### src/rtl/tile_draw_pkg.sv
// ----------------------------------------------------------------------------
// tile_draw_pkg
// Shared definitions for the tile blitter: the draw FSM state encoding,
// default tile geometry, the log2 of the tile dimensions and the resulting
// tile ROM address width ({idx, row, col}).
// Build option: TILE_DRAW_TRANSPARENT_EN (used by tile_draw_engine).
// ----------------------------------------------------------------------------
package tile_draw_pkg;

    typedef enum logic [2:0] {
        S_IDLE  = 3'd0,
        S_FETCH = 3'd1,
        S_LATCH = 3'd2,
        S_PLOT  = 3'd3,
        S_DONE  = 3'd4
    } state_e;

    localparam int TILE_W_DEF = 8;
    localparam int TILE_H_DEF = 8;
    localparam int IDX_W_DEF  = 4;

    localparam int COL_W      = $clog2(TILE_W_DEF);
    localparam int ROW_W      = $clog2(TILE_H_DEF);
    localparam int ROM_ADDR_W = IDX_W_DEF + ROW_W + COL_W;

endpackage

### src/rtl/tile_draw_engine_pixel_counter.sv
// ----------------------------------------------------------------------------
// tile_pixel_counter
// Raster-order col/row walker for one tile. col advances first; when it
// wraps from TILE_W-1 to 0 the row advances.
// Ports:
//   Clock, Resetn   clock, synchronous active-low reset
//   clr_i           restart at col 0, row 0 (wins over en_i)
//   en_i            advance one pixel
//   col_o, row_o    current pixel position inside the tile
//   last_o          current pixel is the final one (col and row at max)
// ----------------------------------------------------------------------------
module tile_pixel_counter #(
    parameter int TILE_W = 8,
    parameter int TILE_H = 8,
    parameter int COL_W  = $clog2(TILE_W),
    parameter int ROW_W  = $clog2(TILE_H)
) (
    input  logic             Clock,
    input  logic             Resetn,
    input  logic             clr_i,
    input  logic             en_i,
    output logic [COL_W-1:0] col_o,
    output logic [ROW_W-1:0] row_o,
    output logic             last_o
);

    logic [COL_W-1:0] col_q, col_d;
    logic [ROW_W-1:0] row_q, row_d;
    logic             row_carry;

    assign row_carry = (col_q == COL_W'(TILE_W - 1));
    assign last_o    = row_carry && (row_q == ROW_W'(TILE_H - 1));
    assign col_o     = col_q;
    assign row_o     = row_q;

    always_comb begin
        col_d = col_q;
        row_d = row_q;
        if (clr_i) begin
            col_d = '0;
            row_d = '0;
        end else if (en_i) begin
            col_d = row_carry ? '0 : col_q + 1'b1;
            row_d = row_carry ? row_q + 1'b1 : row_q;
        end
    end

    always_ff @(posedge Clock) begin
        if (!Resetn) begin
            col_q <= '0;
            row_q <= '0;
        end else begin
            col_q <= col_d;
            row_q <= row_d;
        end
    end

endmodule

### src/rtl/tile_draw_engine.sv
// ----------------------------------------------------------------------------
// tile_draw_engine
// Tile blitter. A Start pulse in IDLE latches the tile origin and index; the
// engine then walks the tile in raster order, reads each colour from a
// synchronous tile ROM and emits it as an (x, y, colour, Plot) write, holding
// the write until the framebuffer raises PlotReady.
// Ports:
//   Clock, Resetn            clock, synchronous active-low reset
//   Start                    draw request, sampled only in IDLE
//   TileX, TileY, TileIdx    tile origin and tile number
//   RomAddr / RomData        {idx,row,col} ROM address; data one cycle later
//   PixX, PixY, PixColor     pixel write data, stable while Plot=1
//   Plot / PlotReady         pixel write valid / framebuffer accept
//   Busy                     high outside IDLE
//   Done                     one-cycle pulse when a tile completes
// Build option: TILE_DRAW_TRANSPARENT_EN -- pixels whose colour equals
//   TRANSP_COLOR are skipped (no Plot) at 2 cycles per pixel.
// ----------------------------------------------------------------------------
module tile_draw_engine
    import tile_draw_pkg::*;
#(
    parameter int TILE_W       = TILE_W_DEF,
    parameter int TILE_H       = TILE_H_DEF,
    parameter int X_W          = 8,
    parameter int Y_W          = 7,
    parameter int COLOR_W      = 3,
    parameter int IDX_W        = IDX_W_DEF,
    parameter int TRANSP_COLOR = 0
) (
    input  logic                                              Clock,
    input  logic                                              Resetn,
    input  logic                                              Start,
    input  logic [X_W-1:0]                                    TileX,
    input  logic [Y_W-1:0]                                    TileY,
    input  logic [IDX_W-1:0]                                  TileIdx,
    output logic [IDX_W+$clog2(TILE_W)+$clog2(TILE_H)-1:0]    RomAddr,
    input  logic [COLOR_W-1:0]                                RomData,
    output logic [X_W-1:0]                                    PixX,
    output logic [Y_W-1:0]                                    PixY,
    output logic [COLOR_W-1:0]                                PixColor,
    output logic                                              Plot,
    input  logic                                              PlotReady,
    output logic                                              Busy,
    output logic                                              Done
);

    localparam int CW = $clog2(TILE_W);
    localparam int RW = $clog2(TILE_H);

`ifdef TILE_DRAW_TRANSPARENT_EN
    localparam bit TranspEn = 1'b1;
`else
    localparam bit TranspEn = 1'b0;
`endif

    state_e             state_q;
    logic [X_W-1:0]     tile_x_q;
    logic [Y_W-1:0]     tile_y_q;
    logic [IDX_W-1:0]   idx_q;
    logic [X_W-1:0]     pix_x_q, pix_x_d;
    logic [Y_W-1:0]     pix_y_q, pix_y_d;
    logic [COLOR_W-1:0] pix_c_q;
    logic               plot_q, busy_q, done_q;

    logic [CW-1:0]      col;
    logic [RW-1:0]      row;
    logic               last_pix;
    logic               cnt_clr, cnt_en, skip;

    tile_pixel_counter #(
        .TILE_W (TILE_W),
        .TILE_H (TILE_H)
    ) u_counter (
        .Clock  (Clock),
        .Resetn (Resetn),
        .clr_i  (cnt_clr),
        .en_i   (cnt_en),
        .col_o  (col),
        .row_o  (row),
        .last_o (last_pix)
    );

    // Transparent pixels are detected on the ROM word seen in LATCH; with the
    // option disabled TranspEn is constant 0 and skip folds away.
    assign skip    = TranspEn && (RomData == COLOR_W'(TRANSP_COLOR));

    // The counter advances on the same edge that retires a pixel, either by
    // a completed write or by a transparent skip.
    assign cnt_clr = (state_q == S_IDLE) && Start;
    assign cnt_en  = ((state_q == S_PLOT) && PlotReady) ||
                     ((state_q == S_LATCH) && skip);

    // Coordinates wrap naturally at the screen width; no clipping.
    assign pix_x_d = tile_x_q + X_W'(col);
    assign pix_y_d = tile_y_q + Y_W'(row);

    assign RomAddr  = {idx_q, row, col};
    assign PixX     = pix_x_q;
    assign PixY     = pix_y_q;
    assign PixColor = pix_c_q;
    assign Plot     = plot_q;
    assign Busy     = busy_q;
    assign Done     = done_q;

    always_ff @(posedge Clock) begin
        if (!Resetn) begin
            state_q  <= S_IDLE;
            tile_x_q <= '0;
            tile_y_q <= '0;
            idx_q    <= '0;
            pix_x_q  <= '0;
            pix_y_q  <= '0;
            pix_c_q  <= '0;
            plot_q   <= 1'b0;
            busy_q   <= 1'b0;
            done_q   <= 1'b0;
        end else begin
            done_q <= 1'b0;
            case (state_q)
                S_IDLE: begin
                    if (Start) begin
                        tile_x_q <= TileX;
                        tile_y_q <= TileY;
                        idx_q    <= TileIdx;
                        busy_q   <= 1'b1;
                        state_q  <= S_FETCH;
                    end
                end
                S_FETCH: begin
                    state_q <= S_LATCH;
                end
                S_LATCH: begin
                    pix_c_q <= RomData;
                    pix_x_q <= pix_x_d;
                    pix_y_q <= pix_y_d;
                    if (skip) begin
                        if (last_pix) begin
                            done_q  <= 1'b1;
                            state_q <= S_DONE;
                        end else begin
                            state_q <= S_FETCH;
                        end
                    end else begin
                        plot_q  <= 1'b1;
                        state_q <= S_PLOT;
                    end
                end
                S_PLOT: begin
                    if (PlotReady) begin
                        plot_q <= 1'b0;
                        if (last_pix) begin
                            done_q  <= 1'b1;
                            state_q <= S_DONE;
                        end else begin
                            state_q <= S_FETCH;
                        end
                    end
                end
                S_DONE: begin
                    busy_q  <= 1'b0;
                    state_q <= S_IDLE;
                end
                default: begin
                    plot_q  <= 1'b0;
                    busy_q  <= 1'b0;
                    state_q <= S_IDLE;
                end
            endcase
        end
    end

endmodule

### config.mk
export PLATFORM = sky130hd
export DESIGN_NAME = tile_draw_engine
export DESIGN_NICKNAME = d
export VERILOG_FILES = /design/src/rtl/tile_draw_pkg.sv /design/src/rtl/tile_draw_engine_pixel_counter.sv /design/src/rtl/tile_draw_engine.sv
export SDC_FILE = /design/constraint.sdc
export NUM_CORES = 1
export LEC_CHECK = 0
export CORE_MARGIN = 3
export CORE_UTILIZATION = 50
export CTS_CLUSTER_SIZE = 14
export DETAILED_ROUTE_END_ITERATION = 16
export DONT_BUFFER_PORTS = 1
export GPL_TIMING_DRIVEN = 0
export MAX_ROUTING_LAYER = met4
export PLACE_DENSITY_LB_ADDON = 0.12
export SLEW_MARGIN = 0
export SYNTH_ARGS = -nofsm -noshare
export SYNTH_HDL_FRONTEND = slang
export SYNTH_SLANG_ARGS = --single-unit
### constraint.sdc
create_clock -name Clock -period 1.9 [get_ports Clock]
set_clock_uncertainty 0.2 [all_clocks]
set_input_delay 0.38 -clock Clock [delete_from_list [all_inputs] [get_ports Clock]]
set_output_delay 0.38 -clock Clock [all_outputs]
set_load 0.02 [all_outputs]
==> qor.yml, run 1 <==
status: "complete, but fails checks"
violations: "setup timing"
cap_violations: 0
routed_wirelength_um: 4708
wl_per_cell_um: 14.95
hpwl_um: 3357
synth_cells: 252
antenna_cells: 0
num_vias: 1712
cp-end-kind: "register"
synth_top_cells_by_count: "58 x nand2_1, 49 x dfxtp_1, 38 x a21oi_1"
cp.depth: 7
finalPower_mw: 2.047
fin_nets: 302
initialDrtViolationCount: 86
synth_seq_area_share_pct: 45.96
netlist.top_cell.by_area: "dfxtp_1"
routabilityCongestion: 0.7988
grt_antenna_before_repair: 0
yosys-top-cells-area: "dfxtp_1 46%, nand2_1 10%, a21oi_1 8.9%"
busiest_layer: "met2"
clockRootBuffer: "clkbuf_8"
coreArea_mm2: 0.004058
grt_pass1_vias: 1527
nFillCells: 388
setup_ws_ps: -0.3690
drv_slew: 0
clkTransAtPathRegs_ps: 90
syn_to_final_growth_pct: 12.60
synth_nets: 290
synth_top_area_share_pct: 45.96
period_needed_ps: 1900
grt_max_degree: 15
yosysMostFrequentCell: "nand2_1"
synth_cell_types: 36
final_antenna_net_count: 0
r2r_cells: 7
relSlewSlack_pct: 62.85
synth.cell_area_mm2: 0.002135
grt_use_met3_pct: 4.909
fmax_mhz: 526.2
cts_tree: "done"
place_area_mm2: 0.002207
die_h_um: 71.34
ios: 57
use_met2_pct: 29.49
worstPathCellList: "ha_4 > inv_2 > fa_2 > nor2b_2 > o2111ai_1 > xor2_1 > a211oi_1"
clock-sinks: 49
worstMarginPinSlew_ps: 557.3
drc: 0
holdPathStages: 2
async_flop_share_pct: 0
power_density_mw_per_mm2: 851.6
cts_max_path_buffers: 2
cts_inserted_buffers: 5
cp-start-kind: "register"
leakage_nw: 0.9075
via_per_inst: 5.435
final_layout_size_suffix_gt1_share_pct: 12.83
row_count: 23
crit_buf_inv: 1
ys.flop_type: "dfxtp_1"
fin_crit_sh_pct: 100.0
grt_use_total_pct: 19.26
synth_edf_count: 0
hold_path_class: "input pin to register"
rsz0062_at_grt: "true"
cpPeakStageDelay_ps: 430
synth-seq-cells: 49
io_buffers: 0
crit_type: "register to register"
synth_area_per_cell_um2: 8.470
clk_latency_ps: 300
final_cell_area_mm2: 0.002404
overflow: 0
cp_max_fo: 5
fp.dieW_um: 71.34
start_util_pct: 52.61
yosysWarnings: 0
ir_worst_vdd_mv: 0.4205
grt_pass1_wl_um: 7465
met1_usage_pct: 25.20
die-area_mm2: 0.005089
worstPathArrival_ps: 1920
cp_slowest_cell: "dfxtp_4"
crit_family: "adder cells"
report.final.setup_viol: 1
cp.required_ps: 1920
htreeDepth: 2
hold_viol_final: 0
dr.pass1.iters: 4
## layer usage
layer	share of wire [%]	up-vias
met3	4.8	7
li1	-	871
met2	45	42
met5	0	-
met1	49	792
met4	1.2	0
## sequential cells by signal, summed over array words and instances, names as in the netlist, 3 cells and up
signal,cells
PixColor,3
PixX,8
PixY,7
idx_q,4
state_q,3
tile_x_q,8
tile_y_q,7
u_counter.col_o,3
u_counter.row_o,3
## path summary, 6_finish.rpt
path                 startpoint     endpoint  slack [ps]
max reg2reg  u_counter.col_o[0]      PixX[6]        -0.4
min reg2reg         tile_y_q[2]  tile_y_q[2]         260
max          u_counter.col_o[0]      PixX[6]        -0.4
min                  RomData[0]  PixColor[0]           7
## through the flow
stage / setup WS (ps) / instances / util (%) / TNS [ps] / hold slack (ps)
2_1_floorplan: 25.37 / 252 / - / 0 / 240.0
3_3_place_gp: -96.10 / 302 / 54.39 / -176.7 / 249.2
3_5_place_dp: -139.0 / 302 / 54.39 / -242.5 / 253.5
4_1_cts: -11.01 / 315 / 59.08 / -11.01 / 0.1234
5_1_grt: -84.59 / 315 / 59.24 / -129.7 / 0.7453
6_report: -0.3690 / 315 / 59.24 / -0.3690 / 6.534
## area by class of cell
type	instances	area, um^2	share of cell area [%]
multi-input combinational	180	1094	45.50
sequential	49	994.7	41.38
clock buffer	7	96.34	4.008
buffer	14	67.56	2.811
tap	50	62.56	2.603
timing repair buffer	5	50.05	2.082
inverter	9	33.78	1.406
clock inverter	1	5.005	0.2082
## report_power, final
| part | leakage (nW) | switching [mW] | total [mW] | internal, mW |
|---|---|---|---|---|
| clock | 0.0542 | 0.333 | 0.663 | 0.329 |
| combinational | 0.450 | 0.134 | 0.216 | 0.0825 |
| sequential | 0.403 | 0.0864 | 1.17 | 1.08 |
## logic make-up after synthesis
kind of cell	count (synthesis)	synth area share (%)
AO/OA/AOI/OAI	60	15.47
XOR/XNOR	10	4.103
adder cells (fa/ha/maj)	12	7.737
buffers and inverters	23	4.748
flip-flops	49	45.96
multiplexers	3	1.407
AND/OR/NAND/NOR	95	20.57
## cells in the final DEF (no fill, tap or decap), types with 3 or more instances in the layout
master / n
clkbuf_8: 7
o21ai_0: 9
ha_1: 8
clkbuf_1: 6
dfxtp_1: 44
mux2i_1: 3
nand3_1: 5
dfxtp_4: 3
nor2_1: 15
xor2_1: 5
a211oi_1: 4
buf_2: 6
a21oi_1: 38
xnor2_1: 5
nand2_1: 58
inv_1: 6
dlygate4sd3_1: 5
a31oi_1: 3
## worst register-to-register path, stage by stage (launching register included)
cell and delay, ps:
dfxtp_4 430, ha_4 160, inv_2 40, fa_2 360, nor2b_2 130, o2111ai_1 120, xor2_1 170, a211oi_1 210
## repair_timing
item	in CTS	in global routing
endpoints found under the setup margin	2	6
gates resized for setup	9	4
hold endpoints to repair	5	0
setup buffers	0	0
pin swaps	3	0
hold buffers	5	0
Note: power is estimated with default switching activity, not from simulation.
==> run 2: changes to the inputs <==
--- a/config.mk
+++ b/config.mk
@@ -17,3 +17,4 @@
 export SYNTH_ARGS = -nofsm -noshare
 export SYNTH_HDL_FRONTEND = slang
 export SYNTH_SLANG_ARGS = --single-unit
+export TNS_END_PERCENT = 30
==> qor.yml, run 2 (same netlist as run 1, synthesis figures left out) <==
status: "complete, no violations"
report.final.setup_viol: 0
syn_to_final_growth_pct: 17.29
clockRootBuffer: "clkbuf_8"
htreeDepth: 2
grt_pass1_wl_um: 8107
fmax_mhz: 527.8
crit_type: "register to register"
worstPathCellList: "ha_4 > inv_2 > fa_2 > nor2b_2 > o2111ai_2 > xor2_1 > a211oi_1"
seqCellArea_um2: 994.7
hold_viol_final: 0
grt_antenna_before_repair: 0
fin_crit_sh_pct: 99.72
crit_buf_inv: 1
power_density_mw_per_mm2: 841.7
leakage_nw: 0.9475
cp.required_ps: 1920
die-area_mm2: 0.005089
start_util_pct: 52.61
row_count: 23
crit_family: "adder cells"
routed_wirelength_um: 4727
cp.depth: 7
multiInputGateArea_mm2: 0.001094
grt_pass1_vias: 1793
cpPeakStageDelay_ps: 420
cp-end-kind: "register"
final_antenna_net_count: 0
cts_max_path_buffers: 2
cts_inserted_buffers: 5
holdPathStages: 2
fin_nets: 311
relSlewSlack_pct: 62.11
clk_latency_ps: 300
clock-sinks: 49
post_cts_buffers: 0
routabilityCongestion: 0.7427
drv_slew: 0
coreArea_mm2: 0.004058
clkTransAtPathRegs_ps: 90
place_area_mm2: 0.002205
num_vias: 1750
cap_violations: 0
nFillCells: 373
final_layout_size_suffix_gt1_share_pct: 12.04
worstMarginPinSlew_ps: 568.3
hpwl_um: 3339
overflow: 0
r2r_cells: 7
die_h_um: 71.34
rsz0062_at_grt: "true"
mostFrequentLayoutCells: "58 x nand2_1, 44 x dfxtp_1, 38 x a21oi_1, 15 x nor2_1, 14 x dlygate4sd3_1"
initialDrtViolationCount: 63
ios: 57
cp-start-kind: "register"
cp_slowest_cell: "dfxtp_4"
worstPathArrival_ps: 1910
hold_path_class: "input pin to register"
dr.pass1.iters: 4
fp.dieW_um: 71.34
period_needed_ps: 1895
r2r_setup_slack_ps: 5
wl_per_cell_um: 14.59
layout_commonest_cell: "nand2_1"
cp_max_fo: 4
final_cell_area_mm2: 0.002504
io_buffers: 0
ir_worst_vdd_mv: 0.6186
cts_tree: "done"
fin_setup_tns_ps: 0
via_per_inst: 5.401
grt_max_degree: 15
grt_use_total_pct: 20.79
antenna_cells: 0
drc: 0
## run 2: metrics by stage
step | cells | util (%) | power, mW | setup WS, ps | hold WS, ps
global placement | 302 | 54.33 | 1.398 | -123.8 | 248.5
global route | 324 | 61.70 | 2.210 | -94.19 | 2.517
floorplan | 252 | - | 1.344 | -9.340 | 240.0
detailed placement | 302 | 54.33 | 1.403 | -132.5 | 253.2
finish | 324 | 61.70 | 2.107 | 5.274 | 9.512
CTS | 324 | 61.33 | 2.139 | -6.200 | 0.4555
## run 2: what timing repair did
item,CTS,global route
endpoints found under the hold margin,14,0
hold buffers,14,0
pin swaps,4,4
gates resized for setup,8,6
endpoints found under the setup margin,3,8
## run 2: metal layers
layer	track usage, %	vias up	wire [um]
met1	23.94	808	2055
met4	5.846	0	67
met2	35.10	41	2283
li1	-	893	-
met5	-	-	0
met3	6.171	8	320
## run 2: layout make-up
class / count / share of cell area [%]
Inverter: 9 / 1.349
Tap cell: 50 / 2.499
Timing Repair Buffer: 14 / 5.597
Buffer: 14 / 2.699
Clock buffer: 8 / 4.448
Sequential cell: 49 / 39.73
Multi-Input combinational cell: 180 / 43.68
## run 2: worst paths after layout
path / end / startpoint
setup / recovery: PixY[6] / u_counter.row_o[0]
hold reg to reg: tile_x_q[2] / tile_x_q[2]
setup reg to reg: PixY[6] / u_counter.row_o[0]
hold / removal: tile_x_q[2] / TileX[2]
## run 2: where the power goes
group / leakage (nW) / total (mW) / switching (mW) / internal [mW]
Sequential: 0.403 / 1.17 / 0.0859 / 1.08
Clock: 0.0566 / 0.707 / 0.330 / 0.376
Combinational: 0.488 / 0.233 / 0.138 / 0.0957
Total: 0.948 / 2.11 / 0.554 / 1.55
